File: src/rtl/repeat_sub_divider.sv
// Repeated-subtraction divider for 4-bit unsigned operands.
// The subtractor itself lives outside this block: sub1/sub2 are driven from
// the remainder/divisor registers and sub/cout_sub come back combinationally.
//
//   state | meaning
//   IDLE  | waiting for start; ready=1
//   RUN   | one trial subtraction per cycle until a borrow appears
//   DONE  | one-cycle completion pulse; results already registered
module repeat_sub_divider (
  input  logic       clk,
  input  logic       rst_n,
  input  logic       start,
  input  logic [3:0] dividend,
  input  logic [3:0] divisor,
  output logic       ready,
  output logic [3:0] sub1,
  output logic [3:0] sub2,
  input  logic [3:0] sub,
  input  logic       cout_sub,
  output logic [3:0] quotient,
  output logic [3:0] remainder,
  output logic       done,
  output logic       div_zero
);

  typedef enum logic [1:0] {
    IDLE = 2'd0,
    RUN  = 2'd1,
    DONE = 2'd2
  } state_t;

  state_t     state, state_nxt;
  logic [3:0] rem_reg;
  logic [3:0] dvs_reg;
  logic [3:0] q_reg;

  // State register.
  always_ff @(posedge clk or negedge rst_n) begin
    if (!rst_n) begin
      state <= IDLE;
    end else begin
      state <= state_nxt;
    end
  end

  // Next-state decode and state-derived outputs.
  always_comb begin
    state_nxt = state;
    ready     = 1'b0;
    done      = 1'b0;
    case (state)
      IDLE: begin
        ready = 1'b1;
        if (start) begin
          state_nxt = (divisor == 4'd0) ? DONE : RUN;
        end
      end
      RUN: begin
        if (cout_sub) begin
          state_nxt = DONE;
        end
      end
      DONE: begin
        done      = 1'b1;
        state_nxt = IDLE;
      end
      default: state_nxt = IDLE;
    endcase
  end

  // Operand capture, iteration and result registers.
  // The quotient cannot wrap: with a 4-bit dividend the largest count is
  // 15 (15/1), and the remainder reaches 0 before q_reg would overflow.
  always_ff @(posedge clk or negedge rst_n) begin
    if (!rst_n) begin
      rem_reg   <= 4'd0;
      dvs_reg   <= 4'd0;
      q_reg     <= 4'd0;
      quotient  <= 4'd0;
      remainder <= 4'd0;
      div_zero  <= 1'b0;
    end else begin
      case (state)
        IDLE: begin
          if (start) begin
            rem_reg  <= dividend;
            dvs_reg  <= divisor;
            q_reg    <= 4'd0;
            div_zero <= 1'b0;
            if (divisor == 4'd0) begin
              quotient  <= 4'hF;
              remainder <= dividend;
              div_zero  <= 1'b1;
            end
          end
        end
        RUN: begin
          if (!cout_sub) begin
            rem_reg <= sub;
            q_reg   <= q_reg + 4'd1;
          end else begin
            quotient  <= q_reg;
            remainder <= rem_reg;
          end
        end
        default: begin
        end
      endcase
    end
  end

  assign sub1 = rem_reg;
  assign sub2 = dvs_reg;

endmodule

File: config.mk
export PLATFORM = sky130hd
export DESIGN_NAME = repeat_sub_divider
export DESIGN_NICKNAME = d
export VERILOG_FILES = /design/src/rtl/repeat_sub_divider.sv
export SDC_FILE = /design/constraint.sdc
export NUM_CORES = 1
export LEC_CHECK = 0
export CAP_MARGIN = 20
export CORE_MARGIN = 8
export CORE_UTILIZATION = 25
export CTS_CLUSTER_DIAMETER = 100
export CTS_CLUSTER_SIZE = 40
export DETAILED_ROUTE_END_ITERATION = 10
export GPL_TIMING_DRIVEN = 0
export MAX_ROUTING_LAYER = met4
export PLACE_DENSITY_LB_ADDON = 0.12
export SYNTH_ARGS = -nofsm -noshare
export SYNTH_HDL_FRONTEND = slang
export SYNTH_SLANG_ARGS = --single-unit
File: constraint.sdc
create_clock -name clk -period 4.8 [get_ports clk]
set_input_delay 0.48 -clock clk [delete_from_list [all_inputs] [get_ports clk]]
set_output_delay 0.48 -clock clk [all_outputs]
set_load 0.02 [all_outputs]
==> results of run 1 <==
[through the flow]
step                setup WS (ns)  hold slack (ns)
floorplan                   2.821           0.1844
global placement            2.182           0.4599
detailed placement          2.176           0.4657
CTS                         2.471           0.4878
global route                2.421           0.5234
finish                      2.509           0.4824
[final cells by class]
| class | count | area (um2) |
|---|---|---|
| Sequential cell | 23 | 575.6 |
| Clock buffer | 4 | 45.04 |
| Timing Repair Buffer | 35 | 367.9 |
| Inverter | 2 | 7.507 |
| Fill cell | 446 | 2728 |
| Tap cell | 52 | 65.06 |
| Buffer | 4 | 36.28 |
| Multi-Input combinational cell | 63 | 499.2 |
[metal layers]
| layer | vias up | GRT usage, % | part of all wire [%] |
|---|---|---|---|
| met5 | - | - | 0 |
| met4 | 0 | 3.834 | 2.0 |
| met3 | 5 | 2.344 | 4.8 |
| met2 | 22 | 12.16 | 46 |
| met1 | 383 | 8.773 | 47 |
| li1 | 392 | - | - |
[Yosys cell counts]
cell type / count
or2b_2: 4
dfrtp_1: 23
mux2_2: 20
or3b_2: 2
nor3b_1: 1
buf_4: 1
or3_1: 1
mux2i_1: 2
a221oi_4: 1
nor4bb_1: 1
nand2b_1: 1
xnor2_1: 1
clkbuf_8: 1
nor2_1: 2
nand3_1: 1
ha_1: 1
nor2b_1: 2
inv_1: 2
or4_4: 1
nand2_1: 18
a21oi_1: 2
buf_6: 1
o21ai_0: 2
clkbuf_1: 1
[power by group through the flow]
stage | registers, uW | logic [uW] | clock network [uW]
after floorplan | 409 | 271 | 0
final | 326 | 569 | 124
after global routing | 338 | 622 | 138
after global placement | 328 | 574 | 0
after detailed placement | 331 | 580 | 0
after CTS | 328 | 583 | 130
[worst max path at each step]
stage | cells past startpoint | slack (ns) | startpoint | end
after detailed placement | 4 | 2.18 | divisor[1] | quotient[3]
after global placement | 4 | 2.18 | divisor[1] | remainder[0]
after global routing | 4 | 2.42 | divisor[1] | remainder[3]
after floorplan | 3 | 2.82 | divisor[1] | quotient[0]
after CTS | 4 | 2.47 | divisor[1] | remainder[2]
final | 4 | 2.51 | divisor[1] | remainder[2]
[worst max-delay path, delay by kind of cell]
kind,cells,cell delay (ns)
buf+inv,1,0.42
compound gates,1,0.58
simple gates,1,0.57
mux,1,0.40
[cell families after synthesis]
| logic type | Yosys count | synth area share, % |
|---|---|---|
| AO/OA/AOI/OAI | 5 | 4.139 |
| XOR/XNOR | 1 | 0.7831 |
| adder cells (fa/ha/maj) | 1 | 1.118 |
| buffers and inverters | 6 | 3.915 |
| flip-flops | 23 | 51.45 |
| multiplexers | 22 | 21.92 |
| AND/OR/NAND/NOR | 34 | 16.67 |
==> summary.txt, run 1 <==
sequential-to-total area share from yosys stat = 51.45%
antenna violations before repair = 0
status = finished clean
most common cell after layout, fill and taps aside = clkdlybuf4s50_1
worst hold path type = reg -> reg
CTS tree = done
post-synth cell types = 24
FF-to-FF End = sub1[2]
Synth Area per Inst = 12.16 um2
Max-Cap Viols = 0
area leader, netlist = dfrtp_1
Int Pwr = 643.9 uW
Die Span X = 82.89 um
Routed Antenna Nets = 0
worst slew pin tran = 0.7981 ns
IO Pins = 35
worst path required time = 4.95 ns
power density cells = 638.5 mW/mm2
share of layout cells above drive strength 1 = 26.72%
Rel. slew slack = 46.68%
sequence of cells on the critical path = clkdlybuf4s50_1 > or4_4 > a221oi_4 > mux2_2
total wire length = 2544 um
I/O Buffers = 34
setup_tns = 0 ns
final hold violations = 0
routed vias = 802
critical path's slowest cell = a221oi_4
floorplan core area = 0.004324 mm2
critical setup path kind = in -> reg
vias in the first global route = 882
Peak VDD IR = 0.2447 mV
Post CTS Setup Buffer Count = 0
placed cells = 179
overall power = 1019 uW
clock skew = 0.009593 ns
design area = 0.001597 mm2
warnings from Yosys = 0
area of placed instances = 0.001551 mm2
Final setup viols = 0
routability cong. = 0.7060
Synth Net Count = 109
mapped cell area = 0.001119 mm2
crit-path max FO = 9
Core Util, Final = 36.92%
worst hold path stage count = 2
worst path arrival time = 2.44 ns
Clk pwr share = 12.2%
period utilization = 47.73%
flops & latches, synth = 23
post-synth top area share = 51.45%
RSZ-0062 raised after global routing = false
root buffer cell = clkbuf_8
GRT Util Overall = 7.758%
Placement Rows = 24
Sequential Power Share = 32.0%
Mapped Cells = 92
clock insertion delay at the later pin of the skew report = 0.27 ns
die area = 0.006871 mm2
ant diodes = 0
switching fraction of total power = 36.83%
buffer depth of the longest clock path = 2
Comb pwr share = 55.8%
Reg2Reg Depth = 4
wire per inst = 13.90 um
most frequent cells in the layout = 34 x clkdlybuf4s50_1, 23 x dfrtp_1, 20 x mux2_2, 18 x nand2_1
Area contributors post-synth = dfrtp_1 51%, mux2_2 20%, nand2_1 6.0%, or2b_2 3.1%, a221oi_4 2.3%
largest net degree at the start of global routing = 16
R2R Setup Slk = 2.90 ns
Tmin final = 2.291 ns
post-DP HPWL = 1987 um
Crit. End Element = flip-flop
FMAX = 0.4365 GHz
startpoint types = primary input
Reg clk slew, reported paths = 0.09 ns
CP peak stage delay = 0.58 ns
FF-to-FF Start = state[0]
initial drt markers = 12
Hold Crit Endpoint = sub2[0]
Starting Density = 25.87%
cts hold-fix bufs = 0
first-pass GRT wire length = 4312 um
drt pass-1 iters = 3
Worst Min Path Start = sub2[0]
DRC violations left = 0
Nets = 149
net switching power = 375.5 uW
Resized Gates After CTS = 0
Area Growth Syn to Fin = 42.73%
Lkg Pwr = 0.0006728 uW
Max Transition Viols Final = 0
CTS buffer count = 3
die span in y = 82.89 um
htree depth = 1
GR Overflow Total = 0
DR vias/cell = 4.383
Clock Sinks = 23
fin cells = 183
Note: power is estimated with default switching activity, not from simulation.
==> run 2, diff against run 1 <==
==> constraint.sdc (replaced) <==
create_clock -name clk -period 1.99 [get_ports clk]
set_input_delay 0.199 -clock clk [delete_from_list [all_inputs] [get_ports clk]]
set_output_delay 0.199 -clock clk [all_outputs]
set_load 0.02 [all_outputs]
==> run 2 against run 1 <==
  * Critical path depth is 1 higher
  * Sequential power is 140% higher
  * Register-to-register slack got worse by 2.8 ns
  * Final area grew 1.2%
  * Final cell count is 1.1% higher
  * Clock skew shrank 0.00052 ns
  * Count of clock-buffer cells in the layout unchanged
  * Power is 140% higher
  * Sequential share of layout area fell by 0.42 points
  * Via count up 1.1%
  * Sequential cell count is the same
  * Largest power group unchanged
  * Highest routed layer unchanged
==> summary.txt, run 2 (synthesized netlist as in run 1, its figures left out) <==
most frequent cells in the layout = 34 x clkdlybuf4s50_1, 23 x dfrtp_1, 20 x mux2_2, 18 x nand2_1
largest net degree at the start of global routing = 16
Max Transition Viols Final = 0
I/O Buffers = 34
worst setup slack after layout = 0.1283 ns
Clock Sinks = 23
Placement Setup Slack = -0.3528 ns
worst path required time = 2.14 ns
GRT Util Overall = 7.820%
Crit. End Element = flip-flop
CP peak stage delay = 0.57 ns
post-DP HPWL = 1987 um
power density cells = 1542 mW/mm2
antenna violations before repair = 0
crit-path max FO = 6
clock insertion delay at the later pin of the skew report = 0.27 ns
Final setup viols = 0
Area Growth Syn to Fin = 44.41%
Lkg Pwr = 0.0006836 uW
total wire length = 2577 um
routed vias = 811
design area = 0.001615 mm2
drt pass-1 iters = 3
Tmin final = 1.862 ns
worst path arrival time = 2.01 ns
htree depth = 1
routability cong. = 0.7060
ant diodes = 0
first-pass GRT wire length = 4347 um
setup_tns = 0 ns
status = finished clean
vias in the first global route = 896
Nets = 151
most common cell after layout, fill and taps aside = clkdlybuf4s50_1
FF-to-FF Start = state[1]
CTS buffer count = 3
GR Overflow Total = 0
Max-Cap Viols = 0
Reg clk slew, reported paths = 0.09 ns
Rel. slew slack = 46.98%
area of placed instances = 0.001551 mm2
startpoint types = primary input
DR vias/cell = 4.384
initial drt markers = 14
Starting Density = 25.87%
worst slew pin tran = 0.7937 ns
die area = 0.006871 mm2
Die Span X = 82.89 um
RSZ-0062 raised after global routing = false
sequence of cells on the critical path = clkdlybuf4s50_1 > or4_4 > a221oi_4 > buf_4 > mux2_2
period utilization = 93.55%
critical setup path kind = in -> reg
worst hold path type = in -> async
cts hold-fix bufs = 0
Placement Rows = 24
critical path's slowest cell = or4_4
clock skew = 0.009077 ns
crit path launch = divisor[1]
die span in y = 82.89 um
share of layout cells above drive strength 1 = 28.57%
buffer depth of the longest clock path = 2
Routed Antenna Nets = 0
final hold violations = 0
floorplan core area = 0.004324 mm2
FMAX = 0.5371 GHz
wire per inst = 13.93 um
root buffer cell = clkbuf_8
CTS tree = done
Peak VDD IR = 0.5902 mV
IO Pins = 35
DRC violations left = 0
Fillers = 445
run 2: cell count changes in the layout (fill, tap and decap cells not counted):
cell / change
buf_4: +2
a21oi_1: -1
a21oi_2: +1
run 2: what timing repair did:
item | CTS | global route
endpoints found under the setup margin | 8 | 4
hold endpoints to repair | 0 | 0
setup buffers | 2 | 0
pin swaps | 1 | 0
resized for setup | 0 | 1
run 2: where the power goes:
group          switching (uW)  total (uW)  internal, uW
sequential                115         786           671
clock                     157         300           143
combinational             644        1400           760
total                     915        2490          1570
run 2: through the flow:
step                      hold slack [ns]  total power, uW  utilization [%]  instances
after CTS                          0.3020             2535            37.27        185
after floorplan                  -0.09659             1641                -         92
after global routing               0.3062             2680            37.36        185
final                              0.2813             2490            37.36        185
after global placement             0.4599             2175            35.24        178
after detailed placement           0.4657             2198            35.88        179
run 2: worst max-delay path, delay by kind of cell:
kind | cells | cell delay [ns]
AO/OA/AOI/OAI | 1 | 0.29
buffers and inverters | 2 | 0.62
multiplexers | 1 | 0.33
AND/OR/NAND/NOR | 1 | 0.57
run 2: worst paths after layout:
| check | endpoint | slack [ns] | depth (start not counted) |
|---|---|---|---|
| min in group clk | sub2[0] | 0.48 | 2 |
| worst max-delay path | remainder[2] | 0.13 | 5 |
| worst min register to register | sub2[0] | 0.48 | 2 |
| worst max register to register | sub1[3] | 0.15 | 5 |
| worst min-delay path | remainder[1] | 0.28 | 1 |
| max in group asynchronous | quotient[2] | 1.23 | 2 |
run 2: area by class of cell:
cell class	instances	area, um2	area share [%]
Timing Repair Buffer	37	382.9	23.70
Sequential cell	23	575.6	35.63
Multi-Input combinational cell	63	503.0	31.14
Clock buffer	4	45.04	2.789
Tap cell	52	65.06	4.028
Inverter	2	7.507	0.4648
Buffer	4	36.28	2.246
run 2: routing by layer:
metal  global-route usage, %  routed length (um)  vias up
met2                   12.45                1233       22
met1                   8.716                1168      387
li1                        -                   -      397
met5                       -                   0        -
met4                   3.834                  52        0
met3                   2.344                 123        5
